## src/rtl/cpu_types_pkg.sv

```systemverilog
// cpu_types_pkg: shared CPU datapath types, including the instruction-cache
// frame/state types and the default cache depth.
//   word_t          32-bit machine word
//   icache_tag_t    tag field sized for the smallest supported cache (2 sets)
//   icache_frame_t  one direct-mapped frame: valid, tag, data word
//   icache_state_t  IDLE / FETCH controller states
package cpu_types_pkg;

    typedef logic [31:0] word_t;

    localparam int ICACHE_SETS = 16;
    // 2 sets leaves 32-3 = 29 tag bits; deeper caches zero-extend into this.
    localparam int ICACHE_TAGW = 29;

    typedef logic [ICACHE_TAGW-1:0] icache_tag_t;

    typedef struct packed {
        logic        valid;
        icache_tag_t tag;
        word_t       data;
    } icache_frame_t;

    typedef enum logic {
        IDLE  = 1'b0,
        FETCH = 1'b1
    } icache_state_t;

endpackage

```

## src/rtl/icache.sv

```systemverilog
// icache: direct-mapped, one-word-per-frame instruction cache.
// Hits are answered combinationally; a miss moves to FETCH and reads the word
// from memory_control, writes the frame, then returns to IDLE so that the
// replayed request hits on the following cycle.
// Ports:
//   CLK, nRST            clock, synchronous active-low reset
//   imemREN, imemaddr    datapath fetch request / byte address
//   flush                invalidate every frame (also aborts a fill)
//   ihit, imemload       instruction valid / instruction word to datapath
//   iREN, iaddr          fill read request / word-aligned address to memory
//   iwait, iload         memory stall (0 = iload valid) / fill data
module icache
    import cpu_types_pkg::*;
#(
    parameter int NSETS = ICACHE_SETS
) (
    input  logic  CLK,
    input  logic  nRST,
    input  logic  imemREN,
    input  word_t imemaddr,
    input  logic  flush,
    output logic  ihit,
    output word_t imemload,
    output logic  iREN,
    output word_t iaddr,
    input  logic  iwait,
    input  word_t iload
);

    localparam int IDX = $clog2(NSETS);

    icache_frame_t frames_q [NSETS];
    icache_state_t state_q;
    word_t         fill_q;
    logic          iren_q;
    word_t         iaddr_q;

    logic [IDX-1:0] req_idx, fill_idx;
    icache_tag_t    req_tag, fill_tag;
    logic           hit;

    assign req_idx  = imemaddr[IDX+1:2];
    assign req_tag  = icache_tag_t'(imemaddr >> (IDX + 2));
    assign fill_idx = fill_q[IDX+1:2];
    assign fill_tag = icache_tag_t'(fill_q >> (IDX + 2));

    // nRST gating keeps ihit low during the reset cycle itself, before the
    // valid bits have been cleared by the first reset edge.
    assign hit = nRST && (state_q == IDLE) && imemREN && !flush &&
                 frames_q[req_idx].valid && (frames_q[req_idx].tag == req_tag);

    assign ihit     = hit;
    assign imemload = hit ? frames_q[req_idx].data : '0;
    assign iREN     = iren_q;
    assign iaddr    = iaddr_q;

    // Tag/data fields are never reset; only valid bits carry meaning.
    always_ff @(posedge CLK) begin
        if (!nRST) begin
            state_q <= IDLE;
            fill_q  <= '0;
            iren_q  <= 1'b0;
            iaddr_q <= '0;
            for (int i = 0; i < NSETS; i++) frames_q[i].valid <= 1'b0;
        end else begin
            case (state_q)
                IDLE: begin
                    if (flush) begin
                        for (int i = 0; i < NSETS; i++) frames_q[i].valid <= 1'b0;
                    end else if (imemREN && !hit) begin
                        state_q <= FETCH;
                        fill_q  <= {imemaddr[31:2], 2'b00};
                        iren_q  <= 1'b1;
                        iaddr_q <= {imemaddr[31:2], 2'b00};
                    end
                end
                FETCH: begin
                    // flush wins over a completing fill: nothing is written.
                    if (flush) begin
                        for (int i = 0; i < NSETS; i++) frames_q[i].valid <= 1'b0;
                        state_q <= IDLE;
                        iren_q  <= 1'b0;
                        iaddr_q <= '0;
                    end else if (!iwait) begin
                        frames_q[fill_idx] <= '{valid: 1'b1, tag: fill_tag, data: iload};
                        state_q <= IDLE;
                        iren_q  <= 1'b0;
                        iaddr_q <= '0;
                    end
                end
                default: state_q <= IDLE;
            endcase
        end
    end

endmodule

```

## config.mk

```make
export PLATFORM = sky130hd
export DESIGN_NAME = icache
export DESIGN_NICKNAME = d
export VERILOG_FILES = /design/src/rtl/cpu_types_pkg.sv /design/src/rtl/icache.sv
export SDC_FILE = /design/constraint.sdc
export NUM_CORES = 1
export LEC_CHECK = 0
export CORE_MARGIN = 10
export CORE_UTILIZATION = 25
export DETAILED_ROUTE_END_ITERATION = 8
export PLACE_DENSITY_LB_ADDON = 0.1
export SLEW_MARGIN = 0
export SYNTH_ARGS = -nofsm -noshare
export SYNTH_HDL_FRONTEND = slang
export SYNTH_SLANG_ARGS = --single-unit
```

## constraint.sdc

```tcl
create_clock -name CLK -period 8.8 [get_ports CLK]
set_input_delay 1.32 -clock CLK [delete_from_list [all_inputs] [get_ports CLK]]
set_output_delay 1.32 -clock CLK [all_outputs]
set_load 0.05 [all_outputs]
```

==> report_table.html <==
<table>
<tr><th>Metric</th><th>Value</th></tr>
<tr><th colspan="2">STA</th></tr>
<tr><td>Layout Skew</td><td>27.13 ps</td></tr>
<tr><td>Worst slew margin</td><td>0.2846</td></tr>
<tr><td>Measured slew at the worst slew-check pin</td><td>1070 ps</td></tr>
<tr><td>RSZ-0062 raised after global routing</td><td>no</td></tr>
<tr><td>Finish-stage setup viols</td><td>0</td></tr>
<tr><td>Setup TNS after final layout</td><td>0 ps</td></tr>
<tr><td>Peak Freq</td><td>between 0.1 and 0.15 GHz</td></tr>
<tr><td>Hold violation total from the final report</td><td>0</td></tr>
<tr><td>Final number of max-transition violations</td><td>0</td></tr>
<tr><td>Final worst-path cycle share</td><td>0.8469</td></tr>
<tr><td>Min Clock Period, post-route</td><td>7453 ps</td></tr>
<tr><th colspan="2">Die</th></tr>
<tr><td># rows</td><td>144</td></tr>
<tr><td>Core region area</td><td>154,600 sq um</td></tr>
<tr><td>Area enclosed by the die boundary</td><td>172,400 sq um</td></tr>
<tr><td>Starting density of the core</td><td>0.2525</td></tr>
<tr><td>I/O pin count</td><td>135</td></tr>
<tr><td>Die height</td><td>415.2 um</td></tr>
<tr><td>Die width</td><td>between 400 and 500 um</td></tr>
<tr><th colspan="2">CTS</th></tr>
<tr><td>Clock root cell</td><td>clkbuf_16</td></tr>
<tr><td>Clock-pin slew on the worst setup and hold paths</td><td>60 ps</td></tr>
<tr><td>Total clock buffers created by CTS</td><td>112</td></tr>
<tr><td>Sink Count</td><td>slightly above 1,000</td></tr>
<tr><td>Number of H-tree branching levels</td><td>3</td></tr>
<tr><td>Post-cts hold buffer count</td><td>0</td></tr>
<tr><td>Insertion delay of the later-clocked pin in the worst-skew pair</td><td>730 ps</td></tr>
<tr><td>Postcts setup bufs</td><td>0</td></tr>
<tr><td>Resized Gates After CTS</td><td>0</td></tr>
<tr><td>Max Buffers Root-to-Sink</td><td>3</td></tr>
<tr><td>TritonCTS clock tree</td><td>built</td></tr>
<tr><th colspan="2">Hold path</th></tr>
<tr><td>Hold depth</td><td>2</td></tr>
<tr><td>Launch instance of the worst min-delay path</td><td>iaddr[10]</td></tr>
<tr><td>Hold Crit Class</td><td>flop to flop</td></tr>
<tr><td>Endpoint, Worst Hold</td><td>iaddr[10]</td></tr>
<tr><th colspan="2">Pwr</th></tr>
<tr><td>Maximum VDD drop</td><td>0.0001419 V</td></tr>
<tr><td>Proportion of power drawn by combinational gates</td><td>0.046</td></tr>
<tr><td>Pwr/cell area</td><td>223.5 nW/um^2</td></tr>
<tr><td>Cell internal pwr</td><td>approximately 8.2 mW</td></tr>
<tr><td>P_leak</td><td>14.49 nW</td></tr>
<tr><td>Share of power burned in the clock network</td><td>0.447</td></tr>
<tr><td>Total net switching power</td><td>2.230 mW</td></tr>
<tr><td>Share of power burned in registers</td><td>0.506</td></tr>
<tr><td>Sw Ratio</td><td>0.2143</td></tr>
<tr><td>Final total power</td><td>10.41 mW</td></tr>
<tr><th colspan="2">Layout</th></tr>
<tr><td>Most common cell after layout, fill and taps aside</td><td>edfxtp_1</td></tr>
<tr><td>Commonest cells after routing, fill and taps aside</td><td>edfxtp_1, mux4_2, clkdlybuf4s50_1</td></tr>
<tr><td>Ratio of cells with drive above 1 in the final layout</td><td>0.2264</td></tr>
<tr><td>Fill count</td><td>15,070</td></tr>
<tr><td>Final net count</td><td>2,138</td></tr>
<tr><td>Number of standard cells in the final layout excluding fillers</td><td>4,209</td></tr>
<tr><td>Layout area overhead</td><td>19.27%</td></tr>
<tr><th colspan="2">Flow run</th></tr>
<tr><td>Number of max-cap violations</td><td>0</td></tr>
<tr><th colspan="2">Global routing</th></tr>
<tr><td>Number of antenna violations at the first check in global routing</td><td>7</td></tr>
<tr><td>Gr ovfl total</td><td>0</td></tr>
<tr><td>Wire length of the first global-routing pass</td><td>158,800 um</td></tr>
<tr><td>Largest net degree at the start of global routing</td><td>101</td></tr>
<tr><td>Global Route Usage Sum</td><td>0.1279</td></tr>
<tr><td>Via count of the first global-routing pass</td><td>20,660</td></tr>
<tr><th colspan="2">Critical path</th></tr>
<tr><td>Critical Path RT</td><td>7480 ps</td></tr>
<tr><td>Startpoint types</td><td>input pin</td></tr>
<tr><td>Worst Path Max Fanout</td><td>83</td></tr>
<tr><td>Crit-path cells</td><td>buf_8, buf_4, mux4_2, mux2i_1, xnor2_1, nand3_1, or3_1, a222oi_1, buf_4, nand3_2, buf_4, nor2b_1, clkdlybuf4s50_1</td></tr>
<tr><td>Logic depth of the worst register-to-register path</td><td>9</td></tr>
<tr><td>Destination of the worst register-to-register timing path</td><td>state_q</td></tr>
<tr><td>Worst r2r src</td><td>frames_q[15][53]</td></tr>
<tr><td>Maximum cell stage delay along the critical path</td><td>840 ps</td></tr>
<tr><td>Most numerous cell on the critical path</td><td>buf_4</td></tr>
<tr><td>Data arrival time of the critical path</td><td>6130 ps</td></tr>
<tr><td>FF-to-FF setup slack</td><td>4830 ps</td></tr>
<tr><td>Worst setup EP type</td><td>primary output</td></tr>
<tr><td>Slowest CP cell</td><td>clkdlybuf4s50_1</td></tr>
<tr><td>CP Class</td><td>input pin to primary output</td></tr>
<tr><th colspan="2">Yosys</th></tr>
<tr><td>Number of enable-type register cells in the synthesized netlist</td><td>928</td></tr>
<tr><td>Post-synthesis area per instance</td><td>~21 sq um</td></tr>
<tr><td>Fraction of the yosys area taken by sequential cells</td><td>0.7539</td></tr>
<tr><td>Number of register bits inferred by synthesis</td><td>~1,000</td></tr>
<tr><td>Share of the synthesized area in the top cell type</td><td>0.7139</td></tr>
<tr><td>Share of async-settable or async-resettable flops after synthesis</td><td>0</td></tr>
<tr><td>Top area cells in the synthesized netlist</td><td>edfxtp_1, mux4_2, dfxtp_1</td></tr>
<tr><td>Number of distinct standard cells referenced by the synthesized netlist</td><td>58</td></tr>
<tr><td>Most used flip-flop cell after synthesis</td><td>edfxtp_1</td></tr>
<tr><td>Warnings, synthesis</td><td>0</td></tr>
<tr><td>Post-Synthesis Cells</td><td>1,872</td></tr>
<tr><td>Biggest area consumer among synthesized cells</td><td>edfxtp_1</td></tr>
<tr><td>Post-synthesis cell area</td><td>39,040 sq um</td></tr>
<tr><th colspan="2">Place</th></tr>
<tr><td>Placed Cells</td><td>roughly 4,000</td></tr>
<tr><td>Port Buffer Count</td><td>130</td></tr>
<tr><td>Post-detail-place hpwl</td><td>61,150 um</td></tr>
<tr><td>Weighted congestion at the end of routability-driven global placement</td><td>about 0.70</td></tr>
<tr><th colspan="2">Route</th></tr>
<tr><td>Residual DRC count</td><td>0</td></tr>
<tr><td>WL/cell</td><td>26.64 um</td></tr>
<tr><td>Number of nets still failing antenna checks after routing</td><td>0</td></tr>
<tr><td>Detailed-route via count</td><td>18,890</td></tr>
<tr><td>Overall routed net length</td><td>112,100 um</td></tr>
<tr><td>Number of iterations in the first detailed-routing pass</td><td>5</td></tr>
<tr><td>Initial detailed-routing violation count</td><td>1,156</td></tr>
<tr><td>Detailed-route vias per instance</td><td>4.487</td></tr>
<tr><th colspan="2">Run status</th></tr>
<tr><td>Outcome</td><td>finished clean</td></tr>
</table>
[state kept, by name (all words and copies together) (netlist names)]
register  cells
fill_q       30
frames_q    944
iREN          1
iaddr        30
state_q       1
[synthesized netlist by cell type (all sizes together), types with 4 or more instances]
library cell,count
a21o,18
mux4,245
a22oi,16
nand2b,7
nor2,22
nor3,5
clkbuf,38
edfxtp,928
a31oi,8
a21oi,10
nand2,80
o21ai,7
dfxtp,78
and3,5
o22ai,4
nand3b,6
xor2,12
mux2i,98
nor2b,39
a22o,4
inv,70
o211ai,4
buf,61
xnor2,17
mux2,10
nand3,10
o2bb2ai,30
[power groups by stage]
stage | sequential [mW] | combinational, mW | clock (mW)
6_report | 5.27 | 0.483 | 4.65
5_1_grt | 5.27 | 0.524 | 5.00
4_1_cts | 5.27 | 0.502 | 4.81
3_5_place_dp | 5.37 | 0.500 | 0
3_3_place_gp | 5.37 | 0.497 | 0
2_1_floorplan | 5.38 | 0.278 | 0
[how the worst max path moves through the flow]
stage           startpoint  depth (start not counted)        endpoint
2_1_floorplan         nRST                          6  frames_q[0][0]
3_3_place_gp   imemaddr[4]                         13    imemload[17]
3_5_place_dp   imemaddr[3]                         12    imemload[13]
4_1_cts        imemaddr[3]                         12    imemload[13]
5_1_grt        imemaddr[4]                         13    imemload[16]
6_report       imemaddr[4]                         13     imemload[2]
[layout make-up]
cell class              count  area, sq um  area share
flip-flops and latches   1006        29430      0.6321
repair buffers            181         1749     0.03757
clock inverters            67        689.4     0.01481
multi-input cells         698         8924      0.1917
diodes                      1        2.502  0.00005375
clock buffers             142         2947     0.06329
well taps                2044         2557     0.05493
inverters                  70        262.8    0.005643
[layer usage]
layer  GRT usage  wire, um  vias to the layer above
met5           0        20                        -
met4     0.02729      2136                        4
met3     0.02363      3804                      141
met2      0.2202     56100                      324
met1      0.1673     50070                    10350
li1            -         -                     8066
[worst max-delay path: cells and delay by family]
family / cells / cell delay [ps]
AO/OA/AOI/OAI: 1 / 370
XOR/XNOR: 1 / 240
buffers and inverters: 5 / 2520
multiplexers: 2 / 700
AND/OR/NAND/NOR: 4 / 760
[logic make-up after synthesis]
logic type             after synthesis  share of synthesized area
flip-flops                        1006                     0.7539
AO/OA/AOI/OAI                      128                    0.02516
XOR/XNOR                            29                   0.006507
other                                1                 0.00009606
AND/OR/NAND/NOR                    186                    0.02365
buffers and inverters              169                    0.02135
multiplexers                       353                     0.1694
[per-stage QoR]
step,setup WS (ps),utilization,hold slack (ps),instance area [sq um]
2_1_floorplan,1752,-,421.0,39040
3_3_place_gp,1266,0.2776,427.1,42920
3_5_place_dp,1198,0.2776,437.5,42920
4_1_cts,1181,0.3012,448.5,46560
5_1_grt,1028,0.3012,464.8,46560
6_report,1347,0.3012,444.6,46560
No activity file was read; power rests on OpenSTA's default activity.
